**src/rtl/mac_acc_pkg.sv**
```systemverilog
// Shared types and constants for the MAC job sequencer: FSM states,
// register map and register bit positions.
package mac_acc_pkg;

  typedef enum logic [2:0] {
    SEQ_IDLE    = 3'd0,
    SEQ_CLEAR   = 3'd1,
    SEQ_STREAM  = 3'd2,
    SEQ_DRAIN   = 3'd3,
    SEQ_CAPTURE = 3'd4,
    SEQ_DONE    = 3'd5
  } seq_state_t;

  localparam int VEC_LEN_MAX_DEF = 96;
  localparam int CNT_W_DEF       = 7;
  localparam int DATA_LAT_DEF    = 1;

  localparam logic [1:0] REG_CTRL   = 2'd0;
  localparam logic [1:0] REG_LEN    = 2'd1;
  localparam logic [1:0] REG_STATUS = 2'd2;

  localparam int CTRL_START    = 0;
  localparam int CTRL_IRQ_EN   = 1;
  localparam int CTRL_DONE_CLR = 2;
  localparam int CTRL_ABORT    = 3;

  localparam int STAT_BUSY    = 0;
  localparam int STAT_DONE    = 1;
  localparam int STAT_LEN_ERR = 2;
  localparam int STAT_ACC_LSB = 8;

endpackage

```
**src/rtl/mac_valid_pipe.sv**
```systemverilog
// Valid-token delay line matching the buffer read latency; a token
// issued with a pop emerges when its data reaches the multiplier.
module mac_valid_pipe #(
  parameter int DEPTH = 1
) (
  input  logic clk,
  input  logic reset,
  input  logic flush,
  input  logic issue,
  output logic arrive
);

  logic [DEPTH-1:0] stage;

  always_ff @(posedge clk) begin
    if (reset || flush) begin
      stage <= '0;
    end else begin
      stage[0] <= issue;
      for (int i = 1; i < DEPTH; i++) begin
        stage[i] <= stage[i-1];
      end
    end
  end

  assign arrive = stage[DEPTH-1];

endmodule

```
**src/rtl/mac_sequencer.sv**
```systemverilog
// Software-started job sequencer for the single-MAC datapath: register
// interface, pop/accumulate/capture control and done interrupt.
//
// state   | meaning
// IDLE    | waiting for start, LEN checked on start
// CLEAR   | one-cycle accumulator clear, counters zeroed
// STREAM  | popping operand pairs until LEN pops issued
// DRAIN   | waiting for in-flight tokens to accumulate
// CAPTURE | one-cycle result register load
// DONE    | job finished, irq raised if enabled
module mac_sequencer
  import mac_acc_pkg::*;
#(
  parameter int VEC_LEN_MAX = VEC_LEN_MAX_DEF,
  parameter int CNT_W       = CNT_W_DEF,
  parameter int DATA_LAT    = DATA_LAT_DEF
) (
  input  logic        clk,
  input  logic        reset,
  input  logic [1:0]  cfg_address,
  input  logic        cfg_write,
  input  logic [31:0] cfg_writedata,
  input  logic        cfg_read,
  output logic [31:0] cfg_readdata,
  input  logic        weight_empty,
  input  logic        image_empty,
  output logic        weight_pop,
  output logic        image_pop,
  output logic        mac_clear,
  output logic        mac_acc_en,
  output logic        result_capture,
  output logic        irq
);

  localparam logic [CNT_W-1:0] LEN_LIMIT = CNT_W'(VEC_LEN_MAX);

  seq_state_t       state;
  logic [CNT_W-1:0] len_reg;
  logic [CNT_W-1:0] issue_count;
  logic [CNT_W-1:0] acc_count;
  logic             irq_en;
  logic             len_err;

  logic             ctrl_wr;
  logic             start;
  logic             done_clr;
  logic             abort;
  logic             busy;
  logic             done;
  logic             len_ok;
  logic             pop;
  logic             arrive;
  logic             flush;
  logic [31:0]      status_word;
  logic [31:0]      ctrl_word;
  logic             unused_ok;

  assign ctrl_wr  = cfg_write && (cfg_address == REG_CTRL);
  // abort in the same write suppresses start
  assign abort    = ctrl_wr && cfg_writedata[CTRL_ABORT];
  assign start    = ctrl_wr && cfg_writedata[CTRL_START] && !cfg_writedata[CTRL_ABORT];
  assign done_clr = ctrl_wr && cfg_writedata[CTRL_DONE_CLR];

  assign busy   = (state != SEQ_IDLE) && (state != SEQ_DONE);
  assign done   = (state == SEQ_DONE);
  assign len_ok = (len_reg != '0) && (len_reg <= LEN_LIMIT);
  assign pop    = (state == SEQ_STREAM) && !weight_empty && !image_empty
                  && (issue_count < len_reg);
  assign flush  = abort && busy;

  mac_valid_pipe #(
    .DEPTH (DATA_LAT)
  ) u_valid_pipe (
    .clk    (clk),
    .reset  (reset),
    .flush  (flush),
    .issue  (pop),
    .arrive (arrive)
  );

  always_ff @(posedge clk) begin
    if (reset) begin
      state       <= SEQ_IDLE;
      len_reg     <= '0;
      issue_count <= '0;
      acc_count   <= '0;
      irq_en      <= 1'b0;
      len_err     <= 1'b0;
    end else begin
      if (ctrl_wr) irq_en <= cfg_writedata[CTRL_IRQ_EN];
      if (cfg_write && (cfg_address == REG_LEN) && !busy) begin
        len_reg <= cfg_writedata[CNT_W-1:0];
      end
      if (pop) issue_count <= issue_count + 1'b1;
      if (arrive) acc_count <= acc_count + 1'b1;

      case (state)
        SEQ_IDLE: begin
          if (start) begin
            if (len_ok) begin
              len_err <= 1'b0;
              state   <= SEQ_CLEAR;
            end else begin
              len_err <= 1'b1;
            end
          end
        end
        SEQ_CLEAR: begin
          issue_count <= '0;
          acc_count   <= '0;
          state       <= SEQ_STREAM;
        end
        SEQ_STREAM: begin
          if (pop && (issue_count + 1'b1 == len_reg)) state <= SEQ_DRAIN;
        end
        SEQ_DRAIN: begin
          if (acc_count == len_reg) state <= SEQ_CAPTURE;
        end
        SEQ_CAPTURE: state <= SEQ_DONE;
        SEQ_DONE: begin
          if (done_clr) state <= SEQ_IDLE;
          if (start) begin
            if (len_ok) begin
              len_err <= 1'b0;
              state   <= SEQ_CLEAR;
            end else begin
              len_err <= 1'b1;
            end
          end
        end
        default: state <= SEQ_IDLE;
      endcase

      if (flush) state <= SEQ_IDLE;
    end
  end

  always_comb begin
    status_word                  = '0;
    status_word[STAT_BUSY]       = busy;
    status_word[STAT_DONE]       = done;
    status_word[STAT_LEN_ERR]    = len_err;
    status_word[STAT_ACC_LSB+:8] = 8'(acc_count);
  end

  always_comb begin
    ctrl_word              = '0;
    ctrl_word[CTRL_IRQ_EN] = irq_en;
  end

  always_ff @(posedge clk) begin
    if (reset || !cfg_read) begin
      cfg_readdata <= '0;
    end else begin
      case (cfg_address)
        REG_CTRL:   cfg_readdata <= ctrl_word;
        REG_LEN:    cfg_readdata <= 32'(len_reg);
        REG_STATUS: cfg_readdata <= status_word;
        default:    cfg_readdata <= '0;
      endcase
    end
  end

  assign weight_pop     = pop;
  assign image_pop      = pop;
  assign mac_clear      = (state == SEQ_CLEAR);
  assign result_capture = (state == SEQ_CAPTURE);
  assign mac_acc_en     = arrive;
  assign irq            = done && irq_en;

  assign unused_ok = ^{cfg_writedata[31:CNT_W], cfg_writedata[7:4]};

endmodule

```
**config.mk**
```make
export PLATFORM = sky130hd
export DESIGN_NAME = mac_sequencer
export DESIGN_NICKNAME = d
export VERILOG_FILES = /design/src/rtl/mac_acc_pkg.sv /design/src/rtl/mac_valid_pipe.sv /design/src/rtl/mac_sequencer.sv
export SDC_FILE = /design/constraint.sdc
export NUM_CORES = 1
export LEC_CHECK = 0
export CAP_MARGIN = 20
export CORE_AREA = 2 2 89 91
export CTS_CLUSTER_SIZE = 10
export DETAILED_ROUTE_END_ITERATION = 12
export DIE_AREA = 0 0 91 93
export HOLD_SLACK_MARGIN = 0.1
export PLACE_DENSITY = 0.64
export SLEW_MARGIN = 20
export SYNTH_ARGS = -nofsm -noshare
export SYNTH_HDL_FRONTEND = slang
export SYNTH_SLANG_ARGS = --single-unit
```
**constraint.sdc**
```tcl
create_clock -name clk -period 2.85 [get_ports clk]
set_input_delay 0.57 -clock clk [delete_from_list [all_inputs] [get_ports clk]]
set_output_delay 0.57 -clock clk [all_outputs]
set_load 0.005 [all_outputs]
```
==> reports/results.txt <==
Switching Fraction: 24.9%
syn_area_per_cell: 8.63 um2
fill cell count: 780
Max Root-Sink Buffers: 2
pin slew with the least headroom to its limit: 752 ps
Warnings, synthesis: 0
DIE AREA: 8460 um2
Routed WL: 4660 um
cell taking the most area after synthesis: dfxtp_1
slowest CP cell: o311a_1
#FFs+latches synth: 41
post-route ant nets: 0
total negative slack: 0 ps
min-delay worst type: flop to flop
fin crit share: 86.0%
area growth from synthesis to layout: 24.5%
count leader, synth: dfxtp_1
PD cells: 405 nW/um2
Unique masters post-synth: 40
multi-input logic area: 1210 um2
hold buffers post-CTS: 0
endpoints failing hold: 0
Max FO, Critical Path: 4
gpl congestion: 0.844
DR vias/cell: 4.37
Leak: 1.06 nW
RSZ-0062 raised after global routing: no
first-pass GRT wire length: 7790 um
largest net degree at the start of global routing: 15
layout cells sized above 1: 10.5%
Placement Rows: 32
Worst Path Buf+Inv: 3
FF-to-FF setup slack: 690 ps
status: complete, no violations
placed standard-cell area: 2620 um2
DR vias: 1738
DR WL/cell: 11.7 um
EDFF count, synth: 0
clock root buffer: clkbuf_8
Final Critical Period: 2450 ps
Worst path max stage delay: 360 ps
vias in the first global route: 1698
CTS Buf Count: 5
H-tree depth: 2
initial antenna violation count: 0
power share of the clock group: 36.5%
Int Power: 0.831 mW
Seq pwr share: 52.6%
Top FF cell, synth: dfxtp_1
Core Region: 7530 um2
clock slew at reported path FFs: 80 ps
total congestion overflow: 0
Seq. cell area: 826 um2
I/O pins: 78
Inserted Diodes: 0
max reg flops: 14
sequential area share after synthesis: 37.4%
ys async rst share: 0%
critical setup path kind: flop to output pin
# Post-CTS Setup Buffers: 0
Chip Width: 91 um
Synth top cells by count: dfxtp_1 (41), nor2_1 (35), xnor2_1 (20)
Hold Startpoint: len_err
Net Sw Power: 0.276 mW
area fraction of the dominant cell type after synthesis: 37.4%
Max Cap Viol: 0
synth top area cells: dfxtp_1 (37%), xnor2_1 (8.0%), buf_4 (6.5%)
clock latency on the worst-skew pair: 290 ps
design area: 2730 um2
Comb power frac: 10.8%
Synth Instances: 254
Num Clock Sinks: 41
Final nets: 344
Worst EP arrival: 1880 ps
Die Y: 93 um
crit path capture type: output pin
max_slew headroom: 49.4%
fmax: 408 MHz
Initial Util: 29.1%
Max Slew Vio Count: 0
# setup viols final: 0
number of port buffers: 34
Detailed Place HPWL: 3500 um
critical path, cell by cell: inv_1 -> ha_1 -> a21o_1 -> o311a_1 -> nor2_1 -> buf_4 -> dlymetal6s2s_1
CP top delay family: compound AO/OA/AOI/OAI gates
startpoint types: flop
maximum VDD drop: 174 uV
first drt pass iteration count: 4
Total Routing Usage GR: 11.4%
crit path launch: len_reg[5]
reg2reg start: len_reg[1]
CTS tree: done
Top reg by flops: cfg_readdata
# DRC: 0
Final Skew: 5.87 ps
Post-Synthesis Cell Area: 2190 um2
First DRT Iteration DRCs: 84
CP Data Required Time: 2280 ps
## repair_timing
action                     CTS  global route
setup endpoints to repair    2             2
gates resized for setup      3             3
pin swaps                    1             2
## final cells by class
cell class                 instances  share of cell area (%)
sequential                        41                    30.2
timing repair buffer              46                    15.9
clock inverter                     2                   0.504
multi-input combinational        193                    44.5
tap                              102                    4.67
clock buffer                       6                    3.02
inverter                           8                    1.10
## worst reg2reg max path, cell delays in order, from the launching register on
cell and delay [ps]:
dfxtp_1 320, buf_4 160, or4_4 530, or2_1 250, a311oi_2 410, nor3_1 110
a211oi_2 150, a32o_1 180
## cells in the final DEF, fill, tap and decap left out, types with 2 or more instances in the layout
cell,instances
a21o_1,2
a21oi_1,7
a22oi_1,2
a31oi_1,2
and2_1,13
and3_1,2
buf_4,12
clkbuf_8,6
clkdlybuf4s50_1,32
conb_1,18
dfxtp_1,37
dfxtp_2,4
dlymetal6s2s_1,2
ha_1,9
inv_1,8
mux2i_1,9
nand2_1,10
nand2b_1,5
nand3_1,6
nand3b_1,2
nand4_1,3
nor2_1,35
nor2b_1,6
nor3_1,9
nor3b_1,2
nor4_1,3
o21ai_0,6
or2_2,3
xnor2_1,20
xor2_1,8
## stage by stage
step / util (%) / power (mW) / cells / setup WS [ps] / hold WS (ps)
finish: 36.3 / 1.11 / 398 / 399 / 482
global route: 36.3 / 1.16 / 398 / 313 / 513
floorplan: - / 0.685 / 271 / 279 / 450
CTS: 36.2 / 1.12 / 398 / 12.3 / 486
global placement: 34.9 / 0.714 / 390 / 292 / 458
detailed placement: 34.9 / 0.715 / 390 / 281 / 477
## logic make-up (layout without fill, tap and decap cells)
logic type                 count (synthesis)  in the layout  share of synthesized area, %
xor gates and xnor gates                  28             28                          11.2
buffers and inverters                     37             62                          10.0
adders and majority gates                  9              9                          5.14
and+or+nand+nor                          102            102                          23.6
AOI/OAI and AO/OA                         27             27                          8.33
other                                      1             18                         0.171
DFF                                       41             41                          37.4
muxes                                      9              9                          4.11
## power groups by stage
stage | clock network (mW) | logic (mW) | registers [mW]
3_5_place_dp | 0 | 0.119 | 0.596
4_1_cts | 0.415 | 0.120 | 0.582
5_1_grt | 0.443 | 0.131 | 0.584
2_1_floorplan | 0 | 0.0893 | 0.595
3_3_place_gp | 0 | 0.119 | 0.596
6_report | 0.404 | 0.120 | 0.583
## worst paths after layout
check,end,cells past startpoint
worst max-delay path,weight_pop,7
worst min-delay path,len_err,2
worst max register to register,state[0],7
worst min register to register,len_err,2
## routing by layer
layer | wire length [um] | global-route usage (%) | up-vias
li1 | - | - | 896
met1 | 2140 | 13.6 | 797
met2 | 2240 | 20.0 | 43
met3 | 264 | 3.71 | 2
met4 | 18 | 2.27 | 0
met5 | 0 | 0 | -
No activity file was read; power rests on OpenSTA's default activity.
